**src/rtl/i2c_target_regs.sv**
```systemverilog
// I2C target with a register-file back end: synchronised pins, repeated START,
// pointer auto-increment with wrap, burst read/write and out-of-range NACK.
module i2c_target_regs #(
    parameter logic [6:0] TARGET_ADDR = 7'h70,
    parameter int         NUM_REGS    = 16,
    parameter int         SYNC_STAGES = 2
) (
    input  logic       clk_i,
    input  logic       rst_i,
    input  logic       scl_i,
    input  logic       sda_i,
    output logic       sda_oe_o,
    output logic [7:0] rd_addr_o,
    input  logic [7:0] rd_data_i,
    output logic       wr_en_o,
    output logic [7:0] wr_addr_o,
    output logic [7:0] wr_data_o,
    output logic       busy_o,
    output logic [3:0] dbg_state_o
);

    typedef enum logic [3:0] {
        S_IDLE, S_ADDR, S_ADDR_ACK, S_PTR, S_PTR_ACK,
        S_WDATA, S_WDATA_ACK, S_RDATA, S_RDATA_ACK, S_WAIT_STOP
    } state_t;

    state_t                 r_state;
    logic [SYNC_STAGES-1:0] r_scl_sync;
    logic [SYNC_STAGES-1:0] r_sda_sync;
    logic                   r_scl_d;
    logic                   r_sda_d;
    logic [3:0]             r_bitcnt;
    logic [6:0]             r_shift;
    logic [6:0]             r_tx;
    logic [7:0]             r_ptr;
    logic                   r_rw;
    logic                   r_sda_oe;
    logic                   r_wr_en;
    logic [7:0]             r_wr_addr;
    logic [7:0]             r_wr_data;
    logic                   r_busy;

    logic       w_scl;
    logic       w_sda;
    logic       w_scl_rise;
    logic       w_scl_fall;
    logic       w_start;
    logic       w_stop;
    logic [7:0] w_byte;
    logic       w_last_bit;
    logic [7:0] w_ptr_next;

    assign w_scl      = r_scl_sync[SYNC_STAGES-1];
    assign w_sda      = r_sda_sync[SYNC_STAGES-1];
    assign w_scl_rise = w_scl & ~r_scl_d;
    assign w_scl_fall = ~w_scl & r_scl_d;
    // SCL must be high in both samples, so a simultaneous SCL change wins
    assign w_start    = w_scl & r_scl_d & r_sda_d & ~w_sda;
    assign w_stop     = w_scl & r_scl_d & ~r_sda_d & w_sda;
    assign w_byte     = {r_shift, w_sda};
    assign w_last_bit = w_scl_rise && (r_bitcnt == 4'd7);
    assign w_ptr_next = (r_ptr == 8'(NUM_REGS - 1)) ? 8'd0 : r_ptr + 8'd1;

    always_ff @(posedge clk_i) begin
        if (rst_i) begin
            r_state    <= S_IDLE;
            r_scl_sync <= '1;
            r_sda_sync <= '1;
            r_scl_d    <= 1'b1;
            r_sda_d    <= 1'b1;
            r_bitcnt   <= 4'd0;
            r_shift    <= 7'd0;
            r_tx       <= 7'd0;
            r_ptr      <= 8'd0;
            r_rw       <= 1'b0;
            r_sda_oe   <= 1'b0;
            r_wr_en    <= 1'b0;
            r_wr_addr  <= 8'd0;
            r_wr_data  <= 8'd0;
            r_busy     <= 1'b0;
        end else begin
            r_scl_sync <= {r_scl_sync[SYNC_STAGES-2:0], scl_i};
            r_sda_sync <= {r_sda_sync[SYNC_STAGES-2:0], sda_i};
            r_scl_d    <= w_scl;
            r_sda_d    <= w_sda;
            r_wr_en    <= 1'b0;
            if (w_start) begin
                r_state  <= S_ADDR;
                r_bitcnt <= 4'd0;
                r_sda_oe <= 1'b0;
                r_busy   <= 1'b0;
            end else if (w_stop) begin
                r_state  <= S_IDLE;
                r_bitcnt <= 4'd0;
                r_sda_oe <= 1'b0;
                r_busy   <= 1'b0;
            end else begin
                case (r_state)
                    S_ADDR, S_PTR, S_WDATA: begin
                        if (w_scl_rise) begin
                            r_shift  <= w_byte[6:0];
                            r_bitcnt <= r_bitcnt + 4'd1;
                        end
                        if (w_last_bit) begin
                            r_bitcnt <= 4'd0;
                            if (r_state == S_ADDR) begin
                                if (w_byte[7:1] == TARGET_ADDR) begin
                                    r_state <= S_ADDR_ACK;
                                    r_busy  <= 1'b1;
                                    r_rw    <= w_byte[0];
                                end else begin
                                    r_state <= S_WAIT_STOP;
                                    r_busy  <= 1'b0;
                                end
                            end else if (r_state == S_PTR) begin
                                if ({1'b0, w_byte} < 9'(NUM_REGS)) begin
                                    r_ptr   <= w_byte;
                                    r_state <= S_PTR_ACK;
                                end else begin
                                    r_state <= S_WAIT_STOP;
                                end
                            end else begin
                                r_wr_en   <= 1'b1;
                                r_wr_addr <= r_ptr;
                                r_wr_data <= w_byte;
                                r_ptr     <= w_ptr_next;
                                r_state   <= S_WDATA_ACK;
                            end
                        end
                    end
                    // first fall drives ACK, second fall ends the ACK bit
                    S_ADDR_ACK, S_PTR_ACK, S_WDATA_ACK: begin
                        if (w_scl_fall) begin
                            if (r_bitcnt == 4'd0) begin
                                r_sda_oe <= 1'b1;
                                r_bitcnt <= 4'd1;
                            end else begin
                                r_bitcnt <= 4'd0;
                                r_sda_oe <= 1'b0;
                                if (r_state == S_ADDR_ACK && r_rw) begin
                                    r_state  <= S_RDATA;
                                    r_sda_oe <= ~rd_data_i[7];
                                    r_tx     <= rd_data_i[6:0];
                                end else if (r_state == S_ADDR_ACK) begin
                                    r_state <= S_PTR;
                                end else begin
                                    r_state <= S_WDATA;
                                end
                            end
                        end
                    end
                    S_RDATA: begin
                        if (w_scl_rise) begin
                            r_bitcnt <= r_bitcnt + 4'd1;
                            if (r_bitcnt == 4'd7)
                                r_ptr <= w_ptr_next;
                        end else if (w_scl_fall) begin
                            if (r_bitcnt == 4'd8) begin
                                r_state  <= S_RDATA_ACK;
                                r_sda_oe <= 1'b0;
                                r_bitcnt <= 4'd0;
                            end else begin
                                r_sda_oe <= ~r_tx[6];
                                r_tx     <= {r_tx[5:0], 1'b0};
                            end
                        end
                    end
                    S_RDATA_ACK: begin
                        if (w_scl_rise) begin
                            if (w_sda)
                                r_state <= S_WAIT_STOP;
                            else
                                r_bitcnt <= 4'd1;
                        end else if (w_scl_fall && r_bitcnt == 4'd1) begin
                            r_state  <= S_RDATA;
                            r_bitcnt <= 4'd0;
                            r_sda_oe <= ~rd_data_i[7];
                            r_tx     <= rd_data_i[6:0];
                        end
                    end
                    default: ;
                endcase
            end
        end
    end

    assign sda_oe_o    = r_sda_oe;
    assign rd_addr_o   = r_ptr;
    assign wr_en_o     = r_wr_en;
    assign wr_addr_o   = r_wr_addr;
    assign wr_data_o   = r_wr_data;
    assign busy_o      = r_busy;
    assign dbg_state_o = r_state;

endmodule

```
**config.mk**
```make
export PLATFORM = sky130hd
export DESIGN_NAME = i2c_target_regs
export DESIGN_NICKNAME = d
export VERILOG_FILES = /design/src/rtl/i2c_target_regs.sv
export SDC_FILE = /design/constraint.sdc
export NUM_CORES = 1
export LEC_CHECK = 0
export CAP_MARGIN = 20
export CORE_MARGIN = 1.5
export CORE_UTILIZATION = 49
export CTS_CLUSTER_SIZE = 12
export DETAILED_ROUTE_END_ITERATION = 6
export PLACE_DENSITY = 0.76
export SLEW_MARGIN = 0
export SYNTH_ARGS = -nofsm -noshare
export SYNTH_HDL_FRONTEND = slang
export SYNTH_SLANG_ARGS = --single-unit
```
**constraint.sdc**
```tcl
create_clock -name clk_i -period 1.9 [get_ports clk_i]
set_input_delay 0.38 -clock clk_i [delete_from_list [all_inputs] [get_ports clk_i]]
set_output_delay 0.38 -clock clk_i [all_outputs]
set_load 0.1 [all_outputs]
```
==> metrics <==
Worst EP arrival 2.09 ns; hpwl dp 4740 um; final setup skew 0.00649 ns; die width 79.6 um; Worst Path Max Fanout 7; initial antenna violation count 0; worst min path class reg -> reg; Clock Path Buffers 2; Leak Pwr 1.50 nW; Die Y 79.6 um; Pwr Density 550 nW/um^2; crit path launch type register; crit path kind reg -> reg; drt via density 5.69; final setup violation count 0; cell area after synthesis 2870 um^2; CTS root buffer clkbuf_8; cts hold-fix bufs 0; prevailing post-synth register cell dfxtp_1; insertion delay to the later sink of the worst-skew pair 0.31 ns; first-pass GRT wire length 11100 um; FFs w/ async S/R, synth 0%; GRT overflow 0; Cells after Synth 326; share of the yosys chip area belonging to registers 39.0%; fin area 3750 um^2; # DRC 0; initial DRC count 200; Mean Syn Cell Area 8.81 um^2; final setup TNS 0 ns; status finished, final reports clean; Netlist cell types 63; ANT cells 0; Starting Density 51.5%; Clk pin slew, worst setup/hold paths 0.10 ns; FP Rows 27; layout cell share with drive strength beyond 1 32.1%; worst hold margin 0.417 ns; FF-to-FF Start r_bitcnt[0]; final layout net count 398; WL per Instance 14.8 um; Critical Path Source r_bitcnt[0]; end of the critical path r_bitcnt[1]; Worst Path Required 2.14 ns; Worst-Margin Slew 0.432 ns; remaining antenna violation count after routing 0; R2R cell count 8; Pre-Repair DR Iteration Count 4; total wire length 6690 um; Die Footprint 6330 um^2; Rel. slew slack 71.1%; reg2reg end r_bitcnt[1]; Final min period 1.84 ns; Ys Warns 0; period utilization 97.0%; # H-tree levels 2; Layout area overhead 30.5%; largest net degree at the start of global routing 46; FF+latch area 1150 um^2; dominant cells by area after synthesis dfxtp_1, mux2i_1, nor2_1; number of flops mapped to enable cells by yosys 0; # fillers 441; Clock Sinks 56; area post-placement 3540 um^2; vias in the first global route 2396; #FFs+latches synth 56; io pins 43; Fmax achieved 543 MHz; top cell type by total area after synthesis dfxtp_1; footprint of the multi-input gates 1690 um^2; Port Buffers 42; total of max-cap violations 0; final count of hold timing violations 0; Num CTS Buffers 5; Peak VDD IR 0.429 mV; Final Max Tran Viols 0; top-area cell type share of the netlist area 39.0%; register-to-register setup slack 0.06 ns; Total Routing Usage GR 22.1%; GP Congestion 0.829; Net Count, Synth 345; TritonCTS clock tree done; via count 2571; core area 5570 um^2; Setup crit end kind register
==> cell usage after synthesis, types with 2 or more instances <==
master	count
ha_1	7
o21ai_0	11
o21ai_2	2
a21bo_2	2
nor2_2	3
buf_2	8
a311oi_1	3
buf_6	2
and3_1	6
nand4b_1	4
a22oi_1	3
clkbuf_1	6
or3_1	4
a21oi_1	19
inv_1	8
nand2b_1	3
nand3_1	6
a311oi_2	3
o211ai_1	2
nand3b_1	2
o21ai_1	2
o21a_1	2
a21o_1	2
nor2b_1	4
dfxtp_1	56
nor3_1	5
nor4b_1	2
nand2_1	37
buf_4	3
or2_2	6
mux2i_1	25
and2_1	2
a211oi_1	6
nor2_1	38
nor4_1	4
==> cell families after synthesis <==
kind of cell	count (synthesis)	synth area share, %
flops	56	39.0
simple gates	137	25.2
mux	26	9.10
fa+ha+maj	7	3.05
buf+inv	29	5.62
compound gates	71	18.0
==> sequential cells by signal, summed over array words and instances, names as in the netlist <==
signal       count
rd_addr_o        8
wr_addr_o        8
wr_data_o        8
r_shift          7
r_tx             7
dbg_state_o      4
r_bitcnt         4
r_scl_sync       2
r_sda_sync       2
busy_o           1
r_rw             1
r_scl_d          1
r_sda_d          1
sda_oe_o         1
wr_en_o          1
==> cells in the final DEF, fill, tap and decap left out, types with 4 or more instances in the layout <==
cell type,netlist,layout
nor2_1,38,38
dfxtp_2,0,6
mux2i_1,25,25
nand3_1,6,5
buf_12,1,12
nand4b_1,4,4
ha_1,7,6
a21oi_1,19,18
a211oi_1,6,6
dfxtp_4,0,7
or2_2,6,6
dfxtp_1,56,43
nand2_1,37,34
and3_1,6,6
clkdlybuf4s50_1,0,11
clkbuf_8,0,6
inv_1,8,6
buf_4,3,40
o21ai_0,11,9
==> cell type report <==
class	instances	area share, %
clock inverters	2	0.367
repair buffers	66	18.3
clock buffers	6	2.20
well taps	72	2.40
multi-input cells	242	45.2
inverters	8	0.801
flip-flops and latches	56	30.8
==> worst max-delay path: stages (launching register included) <==
cell and delay [ns]:
dfxtp_4 0.38, inv_2 0.04, ha_2 0.17, and3b_1 0.22, a21oi_1 0.17, a21oi_1 0.06, o311a_4 0.35, mux2_4 0.31
nor2_1 0.08
==> power breakdown <==
part	internal, mW	switching [mW]	leakage [nW]
combinational	0.0834	0.103	0.984
clock	0.299	0.389	0.0516
sequential	1.18	0.0124	0.459
total	1.56	0.505	1.50
==> worst min-delay path by stage <==
stage / from / to / slack, ns / cells past startpoint
2_1_floorplan: r_scl_sync[0] / r_scl_sync[1] / 0.39 / 1
3_3_place_gp: r_scl_sync[0] / r_scl_sync[1] / 0.39 / 1
3_5_place_dp: r_scl_sync[0] / r_scl_sync[1] / 0.39 / 1
4_1_cts: r_scl_sync[0] / r_scl_sync[1] / 0.42 / 1
5_1_grt: r_sda_sync[0] / r_sda_sync[1] / 0.43 / 1
6_report: r_scl_sync[0] / r_scl_sync[1] / 0.42 / 1
==> stage by stage <==
stage / setup WS (ns) / utilization, % / total power, mW / cells
after floorplan: -0.0487 / - / 1.32 / 326
after global placement: 0.0432 / 63.5 / 1.39 / 441
after detailed placement: -0.0455 / 63.5 / 1.39 / 441
after CTS: -0.0110 / 65.5 / 2.08 / 449
after global routing: -0.0331 / 67.3 / 2.15 / 452
final: 0.0576 / 67.3 / 2.06 / 452
==> repair_timing <==
| item | CTS | global route |
|---|---|---|
| endpoints found under the setup margin | 12 | 35 |
| buffers inserted | 0 | 2 |
| gates resized for setup | 4 | 24 |
| pin swaps | 3 | 6 |
| cloned | 0 | 1 |
==> per-layer routing <==
metal / vias to the layer above / part of all wire, % / GRT usage [%]
li1: 1273 / - / -
met1: 1221 / 44 / 27.9
met2: 69 / 50 / 37.5
met3: 8 / 4.7 / 4.11
met4: 0 / 1.2 / 7.72
met5: - / 0 / 0
(Power assumes the default switching activity.)
